$ cat src/rtl/pipe_ctrl_unit.sv
`default_nettype none
// ============================================================================
// Module      : pipe_ctrl_unit
// Description : ID-stage decode plus ID/EX, EX/MEM, MEM/WB control pipeline
//               with load-use stall, branch flush and memory-stall freeze.
// Revision    : 1.0 - initial release
// ============================================================================
module pipe_ctrl_unit #(
  parameter int REG_ADDR_W = 5,
  parameter int ALUOP_W    = 2,
  parameter bit EXT_DECODE = 1'b0
) (
  input  logic                  clk,
  input  logic                  rst,
  input  logic                  id_valid,
  input  logic [6:0]            id_opcode,
  input  logic [REG_ADDR_W-1:0] id_rs1,
  input  logic [REG_ADDR_W-1:0] id_rs2,
  input  logic [REG_ADDR_W-1:0] id_rd,
  input  logic                  ex_branch_taken,
  input  logic                  mem_stall,
  output logic                  id_illegal,
  output logic                  stall_if_id,
  output logic                  flush_if_id,
  output logic                  ex_regwrite,
  output logic                  ex_alusrc,
  output logic                  ex_memwrite,
  output logic                  ex_memread,
  output logic                  ex_memtoreg,
  output logic                  ex_branch,
  output logic                  ex_jump,
  output logic [ALUOP_W-1:0]    ex_aluop,
  output logic [REG_ADDR_W-1:0] ex_rd,
  output logic                  ex_valid,
  output logic                  mem_regwrite,
  output logic                  mem_memwrite,
  output logic                  mem_memread,
  output logic                  mem_memtoreg,
  output logic                  mem_valid,
  output logic [REG_ADDR_W-1:0] mem_rd,
  output logic                  wb_regwrite,
  output logic                  wb_memtoreg,
  output logic                  wb_valid,
  output logic [REG_ADDR_W-1:0] wb_rd
);

  localparam logic [6:0] c_OP_R   = 7'b0110011;
  localparam logic [6:0] c_OP_I   = 7'b0010011;
  localparam logic [6:0] c_OP_LW  = 7'b0000011;
  localparam logic [6:0] c_OP_SW  = 7'b0100011;
  localparam logic [6:0] c_OP_BEQ = 7'b1100011;
  localparam logic [6:0] c_OP_JAL = 7'b1101111;
  localparam logic [6:0] c_OP_LUI = 7'b0110111;

  logic       w_rw, w_as, w_mw, w_mr, w_mtr, w_br, w_jmp;
  logic [1:0] w_aluop2;
  logic       w_use1, w_use2, w_known;
  logic       w_load_use, w_bubble;

  always_comb begin
    w_rw     = 1'b0;
    w_as     = 1'b0;
    w_mw     = 1'b0;
    w_mr     = 1'b0;
    w_mtr    = 1'b0;
    w_br     = 1'b0;
    w_jmp    = 1'b0;
    w_aluop2 = 2'b00;
    w_use1   = 1'b0;
    w_use2   = 1'b0;
    w_known  = 1'b0;
    case (id_opcode)
      c_OP_R:   begin w_known = 1'b1; w_rw = 1'b1; w_aluop2 = 2'b10; w_use1 = 1'b1; w_use2 = 1'b1; end
      c_OP_I:   begin w_known = 1'b1; w_rw = 1'b1; w_as = 1'b1; w_aluop2 = 2'b10; w_use1 = 1'b1; end
      c_OP_LW:  begin w_known = 1'b1; w_rw = 1'b1; w_as = 1'b1; w_mr = 1'b1; w_mtr = 1'b1; w_use1 = 1'b1; end
      c_OP_SW:  begin w_known = 1'b1; w_as = 1'b1; w_mw = 1'b1; w_use1 = 1'b1; w_use2 = 1'b1; end
      c_OP_BEQ: begin w_known = 1'b1; w_br = 1'b1; w_aluop2 = 2'b01; w_use1 = 1'b1; w_use2 = 1'b1; end
      c_OP_JAL: if (EXT_DECODE) begin w_known = 1'b1; w_rw = 1'b1; w_jmp = 1'b1; end
      c_OP_LUI: if (EXT_DECODE) begin w_known = 1'b1; w_rw = 1'b1; w_as = 1'b1; w_aluop2 = 2'b11; end
      default:  ;
    endcase
  end

  // Only rs indices the instruction actually reads can create a load-use hazard.
  assign w_load_use = ex_valid & ex_memread & (ex_rd != '0) & id_valid &
                      ((w_use1 & (id_rs1 == ex_rd)) | (w_use2 & (id_rs2 == ex_rd)));
  assign w_bubble   = ex_branch_taken | w_load_use;

  assign id_illegal  = ~rst & id_valid & ~w_known;
  assign stall_if_id = ~rst & (mem_stall | (~ex_branch_taken & w_load_use));
  assign flush_if_id = ~rst & ~mem_stall & ex_branch_taken;

  logic                  ex_rw_d, ex_as_d, ex_mw_d, ex_mr_d, ex_mtr_d, ex_br_d, ex_jmp_d, ex_valid_d;
  logic [ALUOP_W-1:0]    ex_aluop_d;
  logic [REG_ADDR_W-1:0] ex_rd_d;
  logic                  w_take;

  assign w_take     = id_valid & ~w_bubble;
  assign ex_valid_d = w_take;
  assign ex_rw_d    = w_take & w_rw & (id_rd != '0);
  assign ex_as_d    = w_take & w_as;
  assign ex_mw_d    = w_take & w_mw;
  assign ex_mr_d    = w_take & w_mr;
  assign ex_mtr_d   = w_take & w_mtr;
  assign ex_br_d    = w_take & w_br;
  assign ex_jmp_d   = w_take & w_jmp;
  assign ex_aluop_d = w_take ? ALUOP_W'(w_aluop2) : '0;
  assign ex_rd_d    = w_take ? id_rd : '0;

  logic                  ex_rw_q, ex_as_q, ex_mw_q, ex_mr_q, ex_mtr_q, ex_br_q, ex_jmp_q, ex_valid_q;
  logic [ALUOP_W-1:0]    ex_aluop_q;
  logic [REG_ADDR_W-1:0] ex_rd_q, mem_rd_q, wb_rd_q;
  logic                  mem_rw_q, mem_mw_q, mem_mr_q, mem_mtr_q, mem_valid_q;
  logic                  wb_rw_q, wb_mtr_q, wb_valid_q;

  always_ff @(posedge clk) begin
    if (rst) begin
      ex_rw_q <= 1'b0; ex_as_q <= 1'b0; ex_mw_q <= 1'b0; ex_mr_q <= 1'b0;
      ex_mtr_q <= 1'b0; ex_br_q <= 1'b0; ex_jmp_q <= 1'b0; ex_valid_q <= 1'b0;
      ex_aluop_q <= '0; ex_rd_q <= '0;
      mem_rw_q <= 1'b0; mem_mw_q <= 1'b0; mem_mr_q <= 1'b0; mem_mtr_q <= 1'b0;
      mem_valid_q <= 1'b0; mem_rd_q <= '0;
      wb_rw_q <= 1'b0; wb_mtr_q <= 1'b0; wb_valid_q <= 1'b0; wb_rd_q <= '0;
    end else if (!mem_stall) begin
      ex_rw_q <= ex_rw_d; ex_as_q <= ex_as_d; ex_mw_q <= ex_mw_d; ex_mr_q <= ex_mr_d;
      ex_mtr_q <= ex_mtr_d; ex_br_q <= ex_br_d; ex_jmp_q <= ex_jmp_d; ex_valid_q <= ex_valid_d;
      ex_aluop_q <= ex_aluop_d; ex_rd_q <= ex_rd_d;
      mem_rw_q <= ex_rw_q; mem_mw_q <= ex_mw_q; mem_mr_q <= ex_mr_q; mem_mtr_q <= ex_mtr_q;
      mem_valid_q <= ex_valid_q; mem_rd_q <= ex_rd_q;
      wb_rw_q <= mem_rw_q; wb_mtr_q <= mem_mtr_q; wb_valid_q <= mem_valid_q; wb_rd_q <= mem_rd_q;
    end
  end

  assign ex_regwrite  = ex_rw_q;
  assign ex_alusrc    = ex_as_q;
  assign ex_memwrite  = ex_mw_q;
  assign ex_memread   = ex_mr_q;
  assign ex_memtoreg  = ex_mtr_q;
  assign ex_branch    = ex_br_q;
  assign ex_jump      = ex_jmp_q;
  assign ex_aluop     = ex_aluop_q;
  assign ex_rd        = ex_rd_q;
  assign ex_valid     = ex_valid_q;
  assign mem_regwrite = mem_rw_q;
  assign mem_memwrite = mem_mw_q;
  assign mem_memread  = mem_mr_q;
  assign mem_memtoreg = mem_mtr_q;
  assign mem_valid    = mem_valid_q;
  assign mem_rd       = mem_rd_q;
  assign wb_regwrite  = wb_rw_q;
  assign wb_memtoreg  = wb_mtr_q;
  assign wb_valid     = wb_valid_q;
  assign wb_rd        = wb_rd_q;

endmodule
`default_nettype wire
$ cat config.mk
export PLATFORM = sky130hd
export DESIGN_NAME = pipe_ctrl_unit
export DESIGN_NICKNAME = d
export VERILOG_FILES = /design/src/rtl/pipe_ctrl_unit.sv
export SDC_FILE = /design/constraint.sdc
export NUM_CORES = 1
export LEC_CHECK = 0
export CAP_MARGIN = 20
export CORE_MARGIN = 5
export CORE_UTILIZATION = 36
export DETAILED_ROUTE_END_ITERATION = 12
export PLACE_DENSITY = 0.75
export SYNTH_ARGS = -nofsm -noshare
export SYNTH_HDL_FRONTEND = slang
export SYNTH_SLANG_ARGS = --single-unit
$ cat constraint.sdc
create_clock -name clk -period 1.6 [get_ports clk]
set_input_delay 0.16 -clock clk [delete_from_list [all_inputs] [get_ports clk]]
set_output_delay 0.16 -clock clk [all_outputs]
set_load 0.1 [all_outputs]
==> impl_metrics.tcl <==
set metrics [dict create \
    hpwlAfterDp_um 3040 \
    ys_seq_elements 29 \
    syn_area_per_cell_um2 10.2 \
    leakage_nw 1.06 \
    fillers 244 \
    netlist_area_um2 1270 \
    switching_share 0.287 \
    required_ns 1.44 \
    dieArea_um2 4820 \
    gp_congestion 0.800 \
    setup_tns_ns -1.80 \
    arrival_ns 1.91 \
    maxSlewViolCount 0 \
    cts_inserted_buffers 5 \
    gr-total-overflow 0 \
    start_util 0.378 \
    wl_per_cell_um 15.5 \
    fin_nets 226 \
    cts.clk_slew.worst_paths_ns 0.09 \
    cts_tree "yes" \
    antenna_found_initial 0 \
    grt_pass1_wl_um 6420 \
    crit_chain "or4_1 > o2111ai_2 > buf_4 > o41ai_4 > buf_12" \
    crit_cells 5 \
    cp_top_family "simple AND/OR/NAND/NOR gates" \
    drt_iter0_drc 30 \
    r2r_cells 4 \
    ys_seq_area_frac 0.457 \
    status "finished, violations left" \
    maxCapViolCount 0 \
    p_clk_frac 0.296 \
    clock_latency_ns 0.33 \
    grt_max_degree 19 \
    regArea_um2 602 \
    grt_pass1_vias 1339 \
    clockRootBuffer "clkbuf_4" \
    multi_input_area_um2 704 \
    fin_ws_ns -0.468 \
    final-hold-violation-count 0 \
    violations "setup timing" \
    ant_nets 0 \
    vias 1218 \
    stdcell_area_um2 2530 \
    max_stage_delay_ns 0.54 \
    postSynthNetCount 151 \
    post-route-drc-count 0 \
    p_per_area_nw_per_um2 604 \
    irDropWorstVdd_uv 451 \
    drt_wl_total_um 3790 \
    p_int_mw 1.09 \
    die_h_um 69.4 \
    dr.pass1.iters 4 \
    worst_hold_slack_ns 0.458 \
    pin_count 63 \
    areaGrowthSynthToFinish_pct 99.0 \
    rsz0062_at_grt "yes" \
    fin_crit_sh 1.29 \
    cp_slowest_cell "or4_1" \
    finClkSkew_ns 0.00706 \
    track_usage 0.168 \
    fp-row-count 21 \
    path_class "flip-flop to primary output" \
    synthCells 124 \
    ys_types 34 \
    combPwrFrac 0.224 \
    path_max_fanout 5 \
    drive_above_1_share 0.392 \
    holdPathStages 2 \
    power_switching_mw 0.438 \
    clockBufferDepth 2 \
    cts.sink_count 29 \
    hp-class "input pin to flip-flop" \
    htreeDepth 2 \
    yosys_warnings 0 \
    finalCriticalPeriod_ns 2.07 \
    setup_viol 14 \
    fmax_mhz 484 \
    fp.dieW_um 69.4 \
    port_buffers 61 \
    pwr-share-seq 0.481 \
    coreArea_um2 3360 \
    dpl_cell_area_um2 2420 \
    endpoint_kind "primary output" \
    cp-start-kind "flip-flop" \
    diodes 0 \
    critical_path_buf_inv_count 2 \
    vias_per_cell 4.97 \
]
power by group through the flow:
stage                     sequential (mW)  clock, mW  combinational, mW
final                               0.734      0.451              0.341
after CTS                           0.734      0.459              0.335
after detailed placement            0.751          0              0.330
after global placement              0.750          0              0.326
after global routing                0.735      0.496              0.357
after floorplan                     0.799          0              0.121
state kept, by name, summed over array words and instances, names as in the netlist:
register	count
ex_rd	5
mem_rd	5
wb_rd	5
ex_aluop	2
ex_alusrc	1
ex_memtoreg	1
ex_memwrite	1
ex_regwrite	1
ex_valid	1
mem_memtoreg	1
mem_memwrite	1
mem_regwrite	1
mem_valid	1
wb_memtoreg	1
wb_regwrite	1
wb_valid	1
cell families (layout without fill, tap and decap cells):
kind of cell	count (synthesis)	after routing	synth area share
xor+xnor	10	10	0.0690
flops	29	29	0.457
mux	17	17	0.134
other cells	1	1	0.00295
buf+inv	12	87	0.0552
compound gates	20	20	0.142
simple gates	35	35	0.140
routing by layer:
layer	routed length [um]	GRT usage	up-vias
li1	-	-	586
met3	276	0.0638	7
met2	1930	0.291	50
met5	0	0	-
met4	59	0.0542	0
met1	1520	0.188	575
metrics by stage:
step,utilization,setup slack (ns),power (mW),instances
2_1_floorplan,-,-0.843,0.921,124
3_3_place_gp,0.721,-0.491,1.08,237
3_5_place_dp,0.721,-0.538,1.08,237
4_1_cts,0.744,-0.487,1.53,245
5_1_grt,0.751,-0.529,1.59,245
6_report,0.751,-0.468,1.53,245
repair_timing:
action,4_1_cts,5_1_grt
buffers inserted,1,0
pin swaps,4,0
gates resized for setup,2,4
endpoints found under the setup margin,13,14
hold buffers,0,0
final cells by class:
class	instances	share of cell area
repair buffers	78	0.436
multi-input cells	83	0.279
inverters	2	0.00297
clock buffers	7	0.0218
flip-flops and latches	29	0.238
well taps	46	0.0228
cell usage in the layout (no fill, tap or decap), drive strengths merged, types with 2 or more instances in the layout:
| master | netlist | final |
|---|---|---|
| a21oi | 2 | 2 |
| a22o | 6 | 6 |
| a32o | 5 | 5 |
| buf | 7 | 52 |
| clkbuf | 3 | 7 |
| clkdlybuf4s50 | 0 | 26 |
| dfxtp | 29 | 29 |
| inv | 2 | 2 |
| mux2i | 17 | 17 |
| nand2b | 2 | 2 |
| nor2 | 21 | 21 |
| nor3 | 3 | 3 |
| xnor2 | 5 | 5 |
| xor2 | 5 | 5 |
synth_stat cells:
master | number | share of area
a2111oi_2 | 1 | 0.012
a21boi_0 | 1 | 0.0059
a21o_2 | 1 | 0.0069
a21oi_1 | 2 | 0.0079
a22o_1 | 5 | 0.034
a22o_2 | 1 | 0.0079
a2bb2oi_1 | 1 | 0.0069
a32o_1 | 5 | 0.039
and3_1 | 1 | 0.0049
buf_2 | 2 | 0.0079
buf_4 | 4 | 0.024
buf_6 | 1 | 0.0089
clkbuf_1 | 3 | 0.0089
conb_1 | 1 | 0.0030
dfxtp_1 | 29 | 0.46
inv_1 | 2 | 0.0059
mux2i_1 | 17 | 0.13
nand2_1 | 1 | 0.0030
nand2b_1 | 1 | 0.0049
nand2b_4 | 1 | 0.011
nand3_1 | 1 | 0.0039
nand4_1 | 1 | 0.0049
nand4bb_1 | 1 | 0.0089
nor2_1 | 21 | 0.062
nor2b_1 | 1 | 0.0049
nor3_1 | 3 | 0.012
nor3b_1 | 1 | 0.0059
nor4bb_1 | 1 | 0.0079
o2111ai_1 | 1 | 0.0069
o21a_2 | 1 | 0.0069
o41ai_1 | 1 | 0.0069
or4_1 | 1 | 0.0059
xnor2_1 | 5 | 0.034
xor2_1 | 5 | 0.034
worst paths after layout:
kind,start,end,slack [ns]
max,ex_rd[1],stall_if_id,-0.47
min,id_rd[0],ex_rd[0],0.46
max reg2reg,ex_rd[1],ex_memtoreg,-0.14
min reg2reg,ex_rd[3],ex_rd[3],0.55
Power figures use the tool's default switching activity.
